==> src/rtl/layer5_maxpool_reader.sv <==
// layer5_maxpool_reader
// Reads a MAP_WIDTH x MAP_WIDTH map of LANES x LANE_WIDTH words from the
// layer-4 result memory in 2x2 windows (stride 2). For each window it takes
// a per-lane signed max and hands the pooled word to layer 5 over valid/ready.
//
// Optional build macro: LAYER5_POOL_RELU_EN
//   defined   -> negative lanes of the pooled word are clamped to 0 on output
//   undefined -> the raw signed max is output
//
// Ports:
//   clk, rst                    clock, synchronous active-high reset
//   start                       one-cycle pulse, begins a full-map pass
//   read_row_addr/read_col_addr layer-4 memory read address
//   layer4_result_read_signal   layer-4 memory read enable
//   layer4_result_output        layer-4 memory read data
//   pool_data_out               pooled word
//   pool_row_addr/pool_col_addr pooled word position
//   pool_valid / pool_ready     output handshake
//   busy                        a pass is in progress
//   done                        one-cycle pulse after the last word is accepted
module layer5_maxpool_reader #(
    parameter int unsigned MAP_WIDTH    = 12,
    parameter int unsigned LANES        = 8,
    parameter int unsigned LANE_WIDTH   = 16,
    parameter int unsigned READ_LATENCY = 1
) (
    input  logic                          clk,
    input  logic                          rst,
    input  logic                          start,
    output logic [15:0]                   read_row_addr,
    output logic [15:0]                   read_col_addr,
    output logic                          layer4_result_read_signal,
    input  logic [LANES*LANE_WIDTH-1:0]   layer4_result_output,
    output logic [LANES*LANE_WIDTH-1:0]   pool_data_out,
    output logic [15:0]                   pool_row_addr,
    output logic [15:0]                   pool_col_addr,
    output logic                          pool_valid,
    input  logic                          pool_ready,
    output logic                          busy,
    output logic                          done
);

    localparam int unsigned WW   = LANES * LANE_WIDTH;
    localparam int unsigned HALF = MAP_WIDTH / 2;
    localparam int unsigned CW   = (HALF > 1) ? $clog2(HALF) : 1;
    localparam int unsigned DW   = $clog2(READ_LATENCY + 1);
    localparam logic [CW-1:0] LAST_WIN  = CW'(HALF - 1);
    localparam logic [DW-1:0] LAST_DRAIN = DW'(READ_LATENCY - 1);

    typedef enum logic [2:0] {
        S_IDLE,
        S_FETCH,
        S_DRAIN,
        S_OUT,
        S_DONE
    } state_e;

    state_e                  state_q;
    logic [CW-1:0]           wr_q, wc_q;
    logic [CW-1:0]           wr_d, wc_d;
    logic [1:0]              k_q, k_d;
    logic [DW-1:0]           drain_q;
    logic [READ_LATENCY-1:0] smp_vld_q, smp_first_q;
    logic [WW-1:0]           acc_q, acc_d;

    logic [15:0]             rd_row_q, rd_col_q;
    logic                    rd_en_q;
    logic [WW-1:0]           pool_data_q;
    logic [15:0]             pool_row_q, pool_col_q;
    logic                    pool_valid_q, busy_q, done_q;

    assign read_row_addr             = rd_row_q;
    assign read_col_addr             = rd_col_q;
    assign layer4_result_read_signal = rd_en_q;
    assign pool_data_out             = pool_data_q;
    assign pool_row_addr             = pool_row_q;
    assign pool_col_addr             = pool_col_q;
    assign pool_valid                = pool_valid_q;
    assign busy                      = busy_q;
    assign done                      = done_q;

    // Element address inside a window: 2*w + bit, i.e. {w, bit}.
    function automatic logic [15:0] win_addr(input logic [CW-1:0] w, input logic b);
        return 16'({w, b});
    endfunction

    // Output-side lane clamp; the accumulator keeps the raw max.
    function automatic logic [WW-1:0] relu(input logic [WW-1:0] w);
        logic [WW-1:0] r;
        r = w;
`ifdef LAYER5_POOL_RELU_EN
        for (int l = 0; l < int'(LANES); l++) begin
            if (w[l*LANE_WIDTH + LANE_WIDTH - 1]) begin
                r[l*LANE_WIDTH +: LANE_WIDTH] = '0;
            end
        end
`endif
        return r;
    endfunction

    // Raster advance of the window position after a handshake.
    always_comb begin
        k_d  = k_q + 2'd1;
        wr_d = wr_q;
        wc_d = wc_q + CW'(1);
        if (wc_q == LAST_WIN) begin
            wc_d = '0;
            wr_d = wr_q + CW'(1);
        end
    end

    // Accumulator next value including the element sampled this cycle.
    always_comb begin
        acc_d = acc_q;
        if (smp_vld_q[READ_LATENCY-1]) begin
            if (smp_first_q[READ_LATENCY-1]) begin
                acc_d = layer4_result_output;
            end else begin
                for (int l = 0; l < int'(LANES); l++) begin
                    if ($signed(layer4_result_output[l*LANE_WIDTH +: LANE_WIDTH]) >
                        $signed(acc_q[l*LANE_WIDTH +: LANE_WIDTH])) begin
                        acc_d[l*LANE_WIDTH +: LANE_WIDTH] =
                            layer4_result_output[l*LANE_WIDTH +: LANE_WIDTH];
                    end
                end
            end
        end
    end

    // Read-latency pipeline tagging which strobed cycles return data, and
    // which of them is the first element of a window.
    always_ff @(posedge clk) begin
        if (rst) begin
            smp_vld_q   <= '0;
            smp_first_q <= '0;
            acc_q       <= '0;
        end else begin
            smp_vld_q[0]   <= rd_en_q;
            smp_first_q[0] <= (k_q == 2'd0);
            for (int i = 1; i < int'(READ_LATENCY); i++) begin
                smp_vld_q[i]   <= smp_vld_q[i-1];
                smp_first_q[i] <= smp_first_q[i-1];
            end
            acc_q <= acc_d;
        end
    end

    // Control FSM with registered outputs.
    always_ff @(posedge clk) begin
        if (rst) begin
            state_q      <= S_IDLE;
            wr_q         <= '0;
            wc_q         <= '0;
            k_q          <= '0;
            drain_q      <= '0;
            rd_row_q     <= '0;
            rd_col_q     <= '0;
            rd_en_q      <= 1'b0;
            pool_data_q  <= '0;
            pool_row_q   <= '0;
            pool_col_q   <= '0;
            pool_valid_q <= 1'b0;
            busy_q       <= 1'b0;
            done_q       <= 1'b0;
        end else begin
            done_q <= 1'b0;
            case (state_q)
                S_IDLE: begin
                    if (start) begin
                        state_q  <= S_FETCH;
                        wr_q     <= '0;
                        wc_q     <= '0;
                        k_q      <= '0;
                        rd_row_q <= '0;
                        rd_col_q <= '0;
                        rd_en_q  <= 1'b1;
                        busy_q   <= 1'b1;
                    end
                end
                S_FETCH: begin
                    if (k_q == 2'd3) begin
                        state_q <= S_DRAIN;
                        rd_en_q <= 1'b0;
                        drain_q <= '0;
                    end else begin
                        k_q      <= k_d;
                        rd_row_q <= win_addr(wr_q, k_d[1]);
                        rd_col_q <= win_addr(wc_q, k_d[0]);
                    end
                end
                S_DRAIN: begin
                    if (drain_q == LAST_DRAIN) begin
                        state_q      <= S_OUT;
                        pool_valid_q <= 1'b1;
                        pool_data_q  <= relu(acc_d);
                        pool_row_q   <= 16'(wr_q);
                        pool_col_q   <= 16'(wc_q);
                    end else begin
                        drain_q <= drain_q + DW'(1);
                    end
                end
                S_OUT: begin
                    if (pool_ready) begin
                        pool_valid_q <= 1'b0;
                        if (wr_q == LAST_WIN && wc_q == LAST_WIN) begin
                            state_q <= S_DONE;
                            done_q  <= 1'b1;
                            busy_q  <= 1'b0;
                        end else begin
                            state_q  <= S_FETCH;
                            wr_q     <= wr_d;
                            wc_q     <= wc_d;
                            k_q      <= '0;
                            rd_row_q <= win_addr(wr_d, 1'b0);
                            rd_col_q <= win_addr(wc_d, 1'b0);
                            rd_en_q  <= 1'b1;
                        end
                    end
                end
                S_DONE: begin
                    state_q <= S_IDLE;
                end
                default: begin
                    state_q <= S_IDLE;
                end
            endcase
        end
    end

endmodule

==> config.mk <==
export PLATFORM = sky130hd
export DESIGN_NAME = layer5_maxpool_reader
export DESIGN_NICKNAME = d
export VERILOG_FILES = /design/src/rtl/layer5_maxpool_reader.sv
export SDC_FILE = /design/constraint.sdc
export NUM_CORES = 1
export LEC_CHECK = 0
export ABC_AREA = 1
export CELL_PAD_IN_SITES_DETAIL_PLACEMENT = 1
export CELL_PAD_IN_SITES_GLOBAL_PLACEMENT = 2
export CORE_ASPECT_RATIO = 0.75
export CORE_UTILIZATION = 32
export CTS_BUF_LIST = sky130_fd_sc_hd__clkbuf_4
export DETAILED_ROUTE_END_ITERATION = 6
export PLACE_DENSITY = 0.92
export SETUP_SLACK_MARGIN = 0.4
export SLEW_MARGIN = 10
export SYNTH_ARGS = -nofsm -noshare
export SYNTH_HDL_FRONTEND = slang
export SYNTH_SLANG_ARGS = --single-unit
==> constraint.sdc <==
create_clock -name clk -period 3.41 [get_ports clk]
set_clock_uncertainty 0.2 [all_clocks]
set_input_delay 0.5115 -clock clk [delete_from_list [all_inputs] [get_ports clk]]
set_output_delay 0.5115 -clock clk [all_outputs]
set_load 0.05 [all_outputs]
==> reports/qor.yml <==
power_and_ir_drop:
  p_leak_nw: 8.49
  ir_drop_mv: 0.394
  total_power_mw: 13.1
  power_density_nw_per_um2: 671
detailed_routing:
  routed_wl_um: 49300
  antenna_left: 0
  num_vias: 14500
  viasPerCell: 4.73
  firstDrtPassIters: 4
  remaining_drc_errors: 0
  drt_iter0_markers: 460
  routedWlPerCell_um: 16.1
sta:
  period_share_pct: 81.7
  grt_setup_unrepaired: "false"
  finalSetupViolations: 0
  fmax_ghz: 0.359
  final_max_slew_viol_count: 0
  tightest_slew_ns: 0.814
  setup_tns_ns: 0
  fin_crit_ns: 2.79
  finalHoldViolations: 0
  timing.hold.ws_ns: 0.132
  maxSlewHeadroom_pct: 45.7
yosys:
  synthAdderAreaFrac_pct: 10.8
  synthCells: 2087
  yosysTopAreaCell: "dfxtp_1"
  synthTopCellsByArea: "dfxtp_1 38%, nand2_1 11%, ha_1 11%"
  synth_flop_cell: "dfxtp_1"
  synth_compound_area_share_pct: 14.8
  synth_seq_cells: 287
  synth_mux_area_share_pct: 0
  synth_top_area_share_pct: 37.7
  synth_top_family_by_area: "simple AND/OR/NAND/NOR gates"
  netlist_area_um2: 15200
  yosysMostFrequentCell: "nand2_1"
  yosys.area_share.simple_pct: 23.4
  synth_common_cells: "444 x nand2_1, 326 x inv_1, 289 x nand3_1, 287 x dfxtp_1, 195 x a21oi_1"
  synth_seq_area_share_pct: 37.7
  ys_warn_count: 0
  synth_edf_count: 0
  synth-async-reset-ratio_pct: 0
  synthXorXnorAreaFrac_pct: 0.0574
  avgSynthCellArea_um2: 7.31
  synth.distinct_cells: 35
global_route:
  first_global_vias: 15400
  grt_max_degree: 151
  grt_pass1_wl_um: 78700
  grt-ovfl-total: 0
  antenna_found_initial: 3
  grt_usage_pct: 20.3
setup_path:
  critical_path_depth: 1
  cpPeakStageDelay_ns: 0.96
  r2r_slack_ns: 0.72
  crit_start: "pool_data_out[127]"
  cp_data_required_time_ns: 2.70
  ff2ff_path_depth: 15
  critPathBufInv: 1
  critical_path_peak_fanout: 2
  cp_top_family: "buffers and inverters"
  worstSetupEndpoint: "pool_data_out[127]"
  path_cells: "clkdlybuf4s50_1"
  crit_type: "reg -> out"
  worst_r2r_startpoint: "acc_q[31]"
  crit_slowest_cell: "clkdlybuf4s50_1"
  regToRegEndpoint: "pool_data_out[19]"
  critPathLaunchType: "register"
  crit_path_end_kind: "primary output"
  critPathArrivalTime_ns: 2.08
place:
  gp_congestion: 0.802
  port_buffers: 277
  hpwl_um: 34700
clocking:
  ctsHoldBuffers: 0
  numCtsBuffers: 81
  postCtsSetupBuffers: 0
  cts.sinks: 287
  clockBufferDepth: 3
  h-tree-depth: 3
  tritoncts: "yes"
  cts_resized: 0
  cts-root-buf: "clkbuf_4"
  clkSlewWorstSetupHoldPaths_ns: 0.06
  clk_latency_ns: 0.80
run:
  max-cap-violations: 0
finish:
  fillers: 5802
  nets: 2637
  areaGrowthSynthToFinish_pct: 27.5
  seqCellArea_um2: 5750
  multiInputGateArea_um2: 7660
  final_layout_size_suffix_gt1_share_pct: 7.54
worst_hold_path:
  hold_depth: 5
  holdCritStartpoint: "rst"
  hold_class: "in -> reg"
die:
  die_x_um: 254
  start_util_pct: 32.8
  core_um2: 46500
  rows: 68
  io-pin-count: 328
  die-area_um2: 48500
  die_h_um: 191
run_status:
  outcome: "finished clean"
## kinds of logic after synthesis
group | Yosys count
simple gates | 819
buf+inv | 474
compound gates | 373
flops | 287
fa+ha+maj | 132
xor+xnor | 1
other cells | 1
## stage by stage
stage	std cells	utilization (%)	setup WS, ns	cell area (um2)
3_3_place_gp	2920	39.6	0.280	18400
6_report	3064	41.8	0.622	19400
5_1_grt	3064	41.8	0.451	19400
4_1_cts	3057	41.7	0.487	19400
2_1_floorplan	2136	-	1.09	15400
3_5_place_dp	2920	39.6	0.151	18400
## layer usage
metal  up-vias  track usage, %  wire length, um
met2       272            34.7            23300
met3       103            4.67             2080
li1       7257               -                -
met1      6869            24.7            22400
met4         0            7.90             1470
met5         -               0                0
## cell usage in the layout, fill, tap and decap left out, drive strengths merged
cell type      instances
buf                   22
a211oi                 3
conb                  50
or2                    2
nor4                   3
a21oi                195
inv                  332
clkdlybuf4s50        276
o21ai                 32
nand2                462
nor3                   7
nand3                289
diode                  7
o21bai                 4
clkbuf               122
nand4                  3
ha                   132
a21o                   7
o21a                 129
clkinv                13
xnor2                  1
nor2                  53
a31oi                  1
o211ai                 2
dfxtp                287
## state kept, by name, indices dropped and copies added (netlist names)
| signal | cells |
|---|---|
| busy | 1 |
| wc_q | 3 |
| smp_first_q | 1 |
| pool_valid | 1 |
| read_row_addr | 4 |
| read_col_addr | 4 |
| wr_q | 3 |
| acc_q | 128 |
| state_q | 3 |
| pool_data_out | 128 |
| k_q | 2 |
| layer4_result_read_signal | 1 |
| done | 1 |
| pool_col_addr | 3 |
| smp_vld_q | 1 |
| pool_row_addr | 3 |
## area by class of cell
type | instances | area share [%]
diodes | 7 | 0.0901
multi-input cells | 1375 | 39.4
clock inverters | 15 | 0.290
repair buffers | 298 | 15.5
clock buffers | 122 | 4.71
inverters | 330 | 6.39
flip-flops and latches | 287 | 29.6
well taps | 630 | 4.06
## power by group
group	switching, mW	internal, mW	total [mW]
Combinational	3.64	1.84	5.48
Sequential	0.426	3.97	4.40
Clock	1.56	1.61	3.17
## worst min-delay path: cells and delay by family
kind,cells,cell delay (ns)
buffers and inverters,3,0.32
AO/OA/AOI/OAI,1,0.17
AND/OR/NAND/NOR,1,0.05
## worst min path at each step
| stage | endpoint | slack (ns) |
|---|---|---|
| detailed placement | pool_valid | 0.26 |
| floorplan | k_q[1] | 0.26 |
| global route | done | 0.06 |
| CTS | pool_data_out[95] | 0.05 |
| finish | pool_data_out[95] | 0.13 |
| global placement | smp_vld_q | 0.25 |
(Power assumes the default switching activity.)
